===== src/rtl/i2s_rx_slave.sv =====
// ---------------------------------------------------------------------------
// i2s_rx_slave
//
// I2S receiver operating as a bit-clock slave. The external SCK/WS/SD lines
// are oversampled in the clk domain; every protocol action happens on a
// detected SCK rising edge. Left and right words are assembled MSB first,
// paired (left then right), and presented on a valid/ready output port.
//
// Parameters
//   DATA_W        sample width in bits (16..32)
//
// Ports
//   clk           system clock
//   reset         asynchronous, active-high reset
//   i2s_sck       external bit clock (asynchronous, at most clk/8)
//   i2s_ws        word select: 0 = left, 1 = right
//   i2s_sd        serial data, MSB first
//   sample_left   left sample of the presented pair
//   sample_right  right sample of the presented pair
//   sample_valid  a stereo pair is presented
//   sample_ready  consumer accepts the presented pair
//   overflow      one-cycle pulse when a completed pair is dropped
//   frame_err     one-cycle pulse when a word ends short
// ---------------------------------------------------------------------------
module i2s_rx_slave #(
    parameter int DATA_W = 24
) (
    input  logic              clk,
    input  logic              reset,
    input  logic              i2s_sck,
    input  logic              i2s_ws,
    input  logic              i2s_sd,
    output logic [DATA_W-1:0] sample_left,
    output logic [DATA_W-1:0] sample_right,
    output logic              sample_valid,
    input  logic              sample_ready,
    output logic              overflow,
    output logic              frame_err
);

    localparam int CNT_W = $clog2(DATA_W + 1);
    localparam logic [CNT_W-1:0] LAST_BIT = CNT_W'(DATA_W - 1);
    localparam logic [CNT_W-1:0] FULL     = CNT_W'(DATA_W);

    typedef enum logic [1:0] {
        IDLE  = 2'd0,
        SHIFT = 2'd1,
        HOLD  = 2'd2
    } state_t;

    state_t state;
    state_t state_next;

    // -----------------------------------------------------------------------
    // Input synchronizers. SCK, WS and SD all see the same two-flop delay so
    // the WS/SD values observed at a detected edge belong to that edge.
    // -----------------------------------------------------------------------
    logic [1:0] sck_sync;
    logic [1:0] ws_sync;
    logic [1:0] sd_sync;
    logic       sck_prev;

    // NOTE: sequential state uses non-blocking assignments so every flop
    // samples the pre-edge value of its neighbours, like real hardware.
    always_ff @(posedge clk or posedge reset) begin
        if (reset) begin
            sck_sync <= '0;
            ws_sync  <= '0;
            sd_sync  <= '0;
            sck_prev <= 1'b0;
        end else begin
            sck_sync <= {sck_sync[0], i2s_sck};
            ws_sync  <= {ws_sync[0], i2s_ws};
            sd_sync  <= {sd_sync[0], i2s_sd};
            sck_prev <= sck_sync[1];
        end
    end

    logic sck_rise;
    logic ws_s;
    logic sd_s;
    logic ws_prev;
    logic boundary;

    assign sck_rise = sck_sync[1] & ~sck_prev;
    assign ws_s     = ws_sync[1];
    assign sd_s     = sd_sync[1];
    // A boundary is the first edge on which WS differs from the previous edge.
    assign boundary = sck_rise & (ws_s != ws_prev);

    always_ff @(posedge clk or posedge reset) begin
        if (reset) begin
            ws_prev <= 1'b0;
        end else if (sck_rise) begin
            ws_prev <= ws_s;
        end
    end

    // -----------------------------------------------------------------------
    // Word framing FSM
    // -----------------------------------------------------------------------
    logic [CNT_W-1:0]  bitcnt;
    logic [DATA_W-1:0] shreg;
    logic              chan;

    logic do_shift;
    logic do_commit;
    logic do_restart;
    logic do_err;

    always_ff @(posedge clk or posedge reset) begin
        if (reset) begin
            state <= IDLE;
        end else begin
            state <= state_next;
        end
    end

    // NOTE: every combinational output gets a default first; a path that
    // leaves one unassigned would otherwise infer a latch.
    always_comb begin
        state_next = state;
        do_shift   = 1'b0;
        do_commit  = 1'b0;
        do_restart = 1'b0;
        do_err     = 1'b0;

        if (sck_rise) begin
            case (state)
                IDLE: begin
                    if (boundary) begin
                        do_restart = 1'b1;
                        state_next = SHIFT;
                    end
                end

                SHIFT: begin
                    if (!boundary) begin
                        do_shift = 1'b1;
                        if (bitcnt >= LAST_BIT) begin
                            do_commit  = 1'b1;
                            state_next = HOLD;
                        end
                    end else if (bitcnt >= LAST_BIT) begin
                        // Slot exactly DATA_W wide: the LSB arrives on the
                        // boundary edge itself, so take it, commit, restart.
                        do_shift   = 1'b1;
                        do_commit  = 1'b1;
                        do_restart = 1'b1;
                    end else begin
                        do_err     = 1'b1;
                        do_restart = 1'b1;
                    end
                end

                HOLD: begin
                    // Slot padding beyond DATA_W bits is ignored.
                    if (boundary) begin
                        do_restart = 1'b1;
                        state_next = SHIFT;
                    end
                end

                default: state_next = IDLE;
            endcase
        end
    end

    logic [DATA_W-1:0] word;
    assign word = {shreg[DATA_W-2:0], sd_s};

    // NOTE: the shift register and holding register are reset too; they are
    // only a few flops and reset keeps simulation free of X on the outputs.
    always_ff @(posedge clk or posedge reset) begin
        if (reset) begin
            shreg  <= '0;
            bitcnt <= '0;
            chan   <= 1'b0;
        end else begin
            if (do_shift) begin
                shreg  <= word;
                bitcnt <= (bitcnt == FULL) ? FULL : bitcnt + CNT_W'(1);
            end
            // Restart wins over the increment on a boundary commit.
            if (do_restart) begin
                chan   <= ws_s;
                bitcnt <= '0;
            end
        end
    end

    // -----------------------------------------------------------------------
    // Channel pairing and output handshake
    // -----------------------------------------------------------------------
    logic [DATA_W-1:0] left_hold;
    logic              left_captured;
    logic              pair_form;

    assign pair_form = do_commit & chan & left_captured;

    always_ff @(posedge clk or posedge reset) begin
        if (reset) begin
            left_hold     <= '0;
            left_captured <= 1'b0;
        end else if (do_err) begin
            left_captured <= 1'b0;
        end else if (do_commit) begin
            if (!chan) begin
                left_hold     <= word;
                left_captured <= 1'b1;
            end else begin
                // A right word either completes the pair or is an orphan;
                // in both cases the next pair must start with a new left.
                left_captured <= 1'b0;
            end
        end
    end

    always_ff @(posedge clk or posedge reset) begin
        if (reset) begin
            sample_left  <= '0;
            sample_right <= '0;
            sample_valid <= 1'b0;
            overflow     <= 1'b0;
            frame_err    <= 1'b0;
        end else begin
            overflow  <= 1'b0;
            frame_err <= do_err;
            if (pair_form) begin
                if (!sample_valid || sample_ready) begin
                    // Free slot, or the presented pair is being taken this
                    // very cycle: load without a gap in sample_valid.
                    sample_left  <= left_hold;
                    sample_right <= word;
                    sample_valid <= 1'b1;
                end else begin
                    overflow <= 1'b1;
                end
            end else if (sample_valid && sample_ready) begin
                sample_valid <= 1'b0;
            end
        end
    end

endmodule


===== config.mk =====
export PLATFORM = sky130hd
export DESIGN_NAME = i2s_rx_slave
export DESIGN_NICKNAME = d
export VERILOG_FILES = /design/src/rtl/i2s_rx_slave.sv
export SDC_FILE = /design/constraint.sdc
export NUM_CORES = 1
export LEC_CHECK = 0
export BUFFER_PORTS_ARGS = -buffer_cell sky130_fd_sc_hd__buf_2
export CORE_ASPECT_RATIO = 1.1
export CORE_MARGIN = 2
export CORE_UTILIZATION = 45
export CTS_CLUSTER_SIZE = 10
export DETAILED_ROUTE_END_ITERATION = 7
export SLEW_MARGIN = 20
export SYNTH_ARGS = -nofsm -noshare
export SYNTH_HDL_FRONTEND = slang
export SYNTH_SLANG_ARGS = --single-unit

===== constraint.sdc =====
create_clock -name clk -period 4.3 [get_ports clk]
set_input_delay 0.645 -clock clk [delete_from_list [all_inputs] [get_ports clk]]
set_output_delay 0.645 -clock clk [all_outputs]
set_load 0.05 [all_outputs]

==> results of run 1 <==
==> cell type report <==
class | count | area [sq um]
flip-flops and latches | 115 | 2880
inverters | 3 | 13.8
repair buffers | 59 | 303
well taps | 120 | 150
fillers | 796 | 4340
multi-input cells | 148 | 1510
clock buffers | 24 | 450
clock inverters | 6 | 105
==> stage by stage <==
step | total power [mW] | hold WS [ns]
detailed placement | 1.35 | 0.336
finish | 2.64 | 0.192
floorplan | 1.30 | 0.331
global placement | 1.34 | 0.333
CTS | 2.68 | 0.200
global route | 2.76 | 0.216
==> flip-flops by register name (all words and copies together) (netlist names), 2 cells and up <==
register	count
bitcnt	5
ws_sync	2
shreg	23
sample_left	24
left_hold	24
state	2
sd_sync	2
sample_right	24
sck_sync	2
==> power groups by stage <==
stage	Combinational, mW	Sequential (mW)	Clock (mW)
after floorplan	0.112	1.19	0
after global placement	0.137	1.21	0
after detailed placement	0.139	1.21	0
after CTS	0.139	1.19	1.35
after global routing	0.156	1.20	1.41
final	0.135	1.19	1.32
==> kinds of logic (layout without fill, tap and decap cells) <==
logic type | Yosys count | in the layout | synth area share
flip-flops | 115 | 115 | 0.644
XOR/XNOR | 2 | 2 | 0.00392
adder cells (fa/ha/maj) | 2 | 2 | 0.00560
buffers and inverters | 13 | 92 | 0.0185
multiplexers | 100 | 100 | 0.268
AND/OR/NAND/NOR | 27 | 27 | 0.0356
AO/OA/AOI/OAI | 17 | 17 | 0.0238
==> routing by layer <==
layer / GRT usage / vias to the layer above
met3: 0.0595 / 13
met5: 0 / -
li1: - / 1123
met1: 0.185 / 1210
met4: 0.0675 / 0
met2: 0.232 / 50
==> cells in the final DEF, fill, tap and decap left out, types with 2 or more instances in the layout <==
master / n
nand4_1: 2
a21oi_1: 4
mux2_4: 20
dfrtp_1: 115
clkbuf_8: 2
nand3_1: 3
clkbuf_1: 6
mux2_2: 77
mux2i_1: 3
o21ai_0: 6
buf_2: 56
buf_4: 3
clkbuf_16: 16
inv_1: 2
nand2_1: 8
clkinv_2: 3
bufinv_16: 3
ha_1: 2
==> worst paths after layout <==
path | from | endpoint | cells after the start
hold reg to reg | ws_sync[0] | ws_sync[1] | 0
min in group clk | i2s_sd | sd_sync[0] | 1
setup / recovery | bitcnt[0] | shreg[22] | 5
hold / removal | reset | sample_left[15] | 2
max in group asynchronous | reset | sck_prev | 3
setup reg to reg | bitcnt[0] | shreg[22] | 5
==> worst max-delay path: stages (launching register included) <==
cell and delay [ns]:
dfrtp_1 0.43, ha_1 0.27, a211oi_1 0.29, o21ai_0 0.18, nand2_1 0.81, mux2_2 0.42
==> summary.md, run 1 <==
| Metric | Value |
|---|---|
| Root buf cell | clkbuf_8 |
| Switching power share of the total | 0.211 |
| Main synth FF type | dfrtp_1 |
| Max Cap Viol | 0 |
| Vias in the first global route | 2522 |
| Hold bufs inserted after CTS | 0 |
| Initial antenna violation count | 0 |
| Setup crit start kind | flop |
| Drt wl/cell | around 15 um |
| Die Span Y | ~110 um |
| Post-route setup slack | 1.78 ns |
| FF-to-FF setup slack | roughly 1.8 ns |
| #FFs+latches synth | roughly 120 |
| Max Fanout on Critical Path | 25 |
| Fin Setup TNS | 0 ns |
| Clock latency on the worst-skew pair | between 0.5 and 0.6 ns |
| Wire length on met1 | around 3400 um |
| HPWL Detailed | 4570 um |
| DRT Pass-1 Iters | 4 |
| Sequential share of the synthesized area | 0.644 |
| Post-CTS Setup Bufs | 0 |
| CTS tree | yes |
| Tcrit/Tclk final | 0.587 |
| Starting DRT DRC Count | 45 |
| Mapped Cells | about 280 |
| TritonCTS Buffers | 17 |
| Worst VDD drop | around 0.00028 V |
| WP data required | around 4.7 ns |
| Routed wl met2 | 3400 um |
| Final Skew | 0.00850 ns |
| CTS H-tree depth | 4 |
| Top-count cell post-synth | dfrtp_1 |
| # setup viols final | 0 |
| Largest net degree at the start of global routing | 49 |
| Post-route ant nets | 0 |
| Combinational Power Share | 0.051 |
| Commonest cells post-synth | dfrtp_1 (115), mux2_2 (77), mux2_4 (20), nand2_1 (8) |
| Initial core utilization | 0.458 |
| Worst Max-Slew Pin Slew | between 1 and 1.5 ns |
| Post-route insts no fill | 475 |
| Max Slew Vio Count | 0 |
| # port buffers | 56 |
| Finished Cell Area | 0.00541 sq mm |
| Fmax | roughly 400 MHz |
| N_diodes | 0 |
| Die Wd | roughly 100 um |
| Top Metal Used | met4 |
| Overflow left after global routing | 0 |
| Relative slew margins | 0.301 |
| Routed wl met3 | 357 um |
| First-pass GRT wire length | around 12000 um |
| Clock power frac | 0.498 |
| Clock Tree Buf Depth | 2 |
| Minimum clock period after layout | between 2 and 3 ns |
| Remaining DRCs | 0 |
| Final nets | approximately 350 |
| I/O pin total | 57 |
| CTS sink count | 115 |
| Net Sw Power | about 560 uW |
| Worst setup EP type | flop |
| Die area | ~0.011 sq mm |
| Mapped Area | roughly 0.0045 sq mm |
| Layout area overhead | 21.1% |
| Final core area utilization | 0.555 |
| Top area cells in the synthesized netlist | dfrtp_1 (64%), mux2_2 (19%), mux2_4 (6.7%) |
| Worst Hold Class | in2async |
| Syn Nets | around 280 |
| Core footprint | between 0.009 and 0.01 sq mm |
| Netlist cell types | 36 |
| Gpl congestion | approximately 0.76 |
| Placed instance area | 0.00485 sq mm |
| Syn avg cell area | ~16 sq um |
| Status | completed |
| Worst Setup Path Type | reg2reg |
| P_int | 2.08 mW |
| Cell Count Post-Placement | 445 |
| Num rows | 38 |
| Final Hold Fails | 0 |
| Power density cells | between 400 and 500 mW/mm^2 |
| Global Route Usage Sum | 0.149 |
| Post-synth EDFFs | 0 |
| Via count | roughly 2400 |
| P_leak | between 2 and 3 nW |
| Vias/cell | slightly above 5 |
| Post-Place Worst Slack | approximately 1.8 ns |
| Fraction of layout cells with a size suffix above 1 | 0.518 |
| RSZ-0062 raised after global routing | no |
| Area leader, netlist | dfrtp_1 |
| Reg clk slew, reported paths | ~0.050 ns |
| Final WL | slightly above 7000 um |
| Resized Gates After CTS | 0 |
| Synth Warn # | 0 |
| Synth top area share | 0.644 |
| Sequential share of power | 0.451 |
| Async SR Flop Fraction | 1.00 |
| Critical path arrival | ~2.9 ns |
(Power assumes the default switching activity.)
==> run 2, diff against run 1 <==
--- a/config.mk
+++ b/config.mk
@@ -11,6 +11,7 @@
 export CORE_UTILIZATION = 45
 export CTS_CLUSTER_SIZE = 10
 export DETAILED_ROUTE_END_ITERATION = 7
+export PLACE_DENSITY = 0.67
 export SLEW_MARGIN = 20
 export SYNTH_ARGS = -nofsm -noshare
 export SYNTH_HDL_FRONTEND = slang
==> constraint.sdc (replaced) <==
create_clock -name clk -period 2.2 [get_ports clk]
set_input_delay 0.33 -clock clk [delete_from_list [all_inputs] [get_ports clk]]
set_output_delay 0.33 -clock clk [all_outputs]
set_load 0.05 [all_outputs]
==> run 2 against run 1 <==
The flow now finishes with violations (negative hold slack). Utilization grew 0.64 points. Register-to-register slack got worse by 1.7 ns. Count of clock-buffer cells in the layout rose by 1. Setup slack worse by 1.7 ns. Worst hold slack worse by 0.20 ns. Critical endpoint is now sample_right[0].
==> summary.md, run 2 (same netlist as run 1, synthesis figures left out) <==
| Metric | Value |
|---|---|
| Status | finished, violations left (was completed) |
| Failing checks | negative hold slack |
| Most common cell after layout, fill and taps aside | dfrtp_1 (unchanged) |
| Overflow left after global routing | 0 (unchanged) |
| # port buffers | 56 (unchanged) |
| Starting DRT DRC Count | 136 (was 45) |
| GR Util met3 | 0.0633 (was 0.0595) |
| Initial core utilization | 0.458 (unchanged) |
| Remaining DRCs | 0 (unchanged) |
| # setup viols final | 0 (unchanged) |
| Minimum clock period after layout | 2.12 ns (was 2.52 ns) |
| Commonest cells after routing, fill and taps aside | dfrtp_1 (115), mux2_2 (77), buf_2 (56), mux2_4 (20), clkbuf_16 (16) (unchanged) |
| Final WL | 7710 um (was 7250 um) |
| TritonCTS Buffers | 17 (unchanged) |
| Global Route Usage Sum | 0.156 (was 0.149) |
| Clock latency on the worst-skew pair | 0.51 ns (about the same) |
| GR Util met1 | 0.197 (was 0.185) |
| P_leak | 2.97 nW (was 2.94 nW) |
| Cell breakdown of the critical path | ha_2 -> a211o_1 -> nand3_2 -> or3b_4 -> buf_12 -> mux2_4 (was ha_1 -> a211oi_1 -> o21ai_0 -> nand2_1 -> mux2_2) |
| Gpl congestion | 0.765 (was 0.757) |
| Initial antenna violation count | 0 (unchanged) |
| Post-route ant nets | 0 (unchanged) |
| HPWL Detailed | 4850 um (was 4570 um) |
| Max stage delay on crit path | 0.52 ns (was 0.81 ns) |
| Largest net degree at the start of global routing | 116 (was 49) |
| Placed instance area | 0.00493 sq mm (was 0.00485 sq mm) |
| Worst Setup Path Type | reg2reg (unchanged) |
| Worst Hold Class | in2async (unchanged) |
| Slowest-stage cell, CP | or3b_4 (was nand2_1) |
| Layout area overhead | 22.5% (was 21.1%) |
| Relative slew margins | 0.610 (was 0.301) |
| Top flop regs | left_hold x24, sample_left x24, sample_right x24 (unchanged) |
| I/O pin total | 57 (unchanged) |
| GRT met2 Usage | 0.239 (was 0.232) |
| Final hold slack | -0.00383 ns (was 0.192 ns) |
| WP data required | 2.59 ns (was 4.68 ns) |
| CTS sink count | 115 (unchanged) |
| Die area | 0.0107 sq mm (unchanged) |
| CTS tree | yes (unchanged) |
| Worst VDD drop | 0.000705 V (was 0.000284 V) |
| Fraction of layout cells with a size suffix above 1 | 0.526 (was 0.518) |
| Max Cap Viol | 0 (unchanged) |
| Final nets | 359 (was 352) |
| Core footprint | 0.00975 sq mm (unchanged) |
| Post-CTS Setup Bufs | 0 (unchanged) |
| Final Skew | 0.00604 ns (was 0.00850 ns) |
| DRT Pass-1 Iters | 4 (unchanged) |
| Final Hold Fails | 2 (was 0) |
| Drt wl/cell | 16.0 um (was 15.3 um) |
| Setup crit start kind | flop (unchanged) |
| Critical path arrival | 2.50 ns (was 2.90 ns) |
| CTS H-tree depth | 4 (unchanged) |
| Die Span Y | 108 um (unchanged) |
| Finished Cell Area | 0.00547 sq mm (was 0.00541 sq mm) |
| First-pass GRT wire length | 12800 um (was 12300 um) |
| Max Fanout on Critical Path | 22 (was 25) |
| Power density cells | 900 mW/mm^2 (was 489 mW/mm^2) |
| Die Wd | 99.0 um (unchanged) |
| Worst Max-Slew Pin Slew | 0.585 ns (was 1.05 ns) |
| Max Slew Vio Count | 0 (unchanged) |
| Power, Total | 4.92 mW (was 2.64 mW) |
| WP buf/inv | 1 (was 0) |
| Vias in the first global route | 2552 (was 2522) |
| Fin Setup TNS | 0 ns (unchanged) |
| N_diodes | 0 (unchanged) |
| Tcrit/Tclk final | 0.962 (was 0.587) |
| Worst setup EP type | flop (unchanged) |
| Kind of cell adding the most delay to the critical path | simple AND/OR/NAND/NOR gates (unchanged) |
| Num rows | 38 (unchanged) |
| Via count | 2458 (was 2396) |
| Reg clk slew, reported paths | 0.05 ns (about the same) |
| Busiest metal layer after global routing | met2 (unchanged) |
| Fmax | 473 MHz (was 396 MHz) |
| Clock Tree Buf Depth | 2 (unchanged) |
| Root buf cell | clkbuf_8 (unchanged) |
| Vias/cell | 5.09 (was 5.04) |
==> run 2: changes by cell type in the layout (fill, tap and decap cells not counted) <==
cell,previous run,this run
ha_2,0,1
inv_4,1,0
clkinvlp_4,0,1
bufinv_16,3,0
clkinv_2,3,6
clkbuf_8,2,4
buf_12,0,4
clkbuf_1,6,5
ha_1,2,1
dlygate4sd3_1,0,3
==> run 2: worst register-to-register path, delay by kind of cell, from the launching register on <==
kind	cells	cell delay [ns]
buffers and inverters	1	0.21
muxes	1	0.31
adders and majority gates	1	0.26
AOI/OAI and AO/OA	1	0.14
and+or+nand+nor	2	0.63
DFF	1	0.44
==> run 2: layout make-up <==
type	count	area, sq um
Timing Repair Buffer	66	413
Fill cell	772	4280
Sequential cell	115	2880
Tap cell	120	150
Clock inverter	6	30.0
Clock buffer	25	474
Inverter	3	15.0
Multi-Input combinational cell	148	1510
==> run 2: per-stage QoR <==
stage | cells | hold slack [ns] | utilization | setup WS, ns
after floorplan | 276 | 0.331 | - | 0.214
after global placement | 449 | 0.334 | 0.506 | 0.175
after detailed placement | 449 | 0.336 | 0.506 | 0.132
after CTS | 483 | 0.0115 | 0.561 | 0.0598
after global routing | 483 | 0.0283 | 0.561 | -0.00389
final | 483 | -0.00383 | 0.561 | 0.0840
==> run 2: per-layer routing <==
metal / up-vias / wire length (um)
met4: 0 / 135
met5: - / 0
met2: 45 / 3870
li1: 1147 / -
met1: 1251 / 3400
met3: 15 / 304
==> run 2: final timing paths <==
kind / start / to / slack, ns / cells after the start
worst max-delay path: bitcnt[1] / sample_right[0] / 0.08 / 6
max in group asynchronous: reset / shreg[4] / 1.77 / 3
worst min-delay path: reset / sample_right[18] / -0.004 / 3
min in group clk: sample_ready / overflow / 0.19 / 3
worst min register to register: ws_sync[0] / ws_sync[1] / 0.35 / 0
worst max register to register: bitcnt[1] / sample_right[0] / 0.08 / 6
==> run 2: what timing repair did <==
| action | in CTS | in global routing |
|---|---|---|
| hold endpoints to repair | 3 | 0 |
| setup endpoints to repair | 0 | 23 |
| gates resized for setup | 0 | 1 |
| hold buffers | 3 | 0 |
==> run 2: power by group <==
group / switching, mW / total, mW / internal (mW)
Combinational: 0.149 / 0.286 / 0.138
Clock: 0.858 / 2.31 / 1.45
Sequential: 0.112 / 2.33 / 2.22
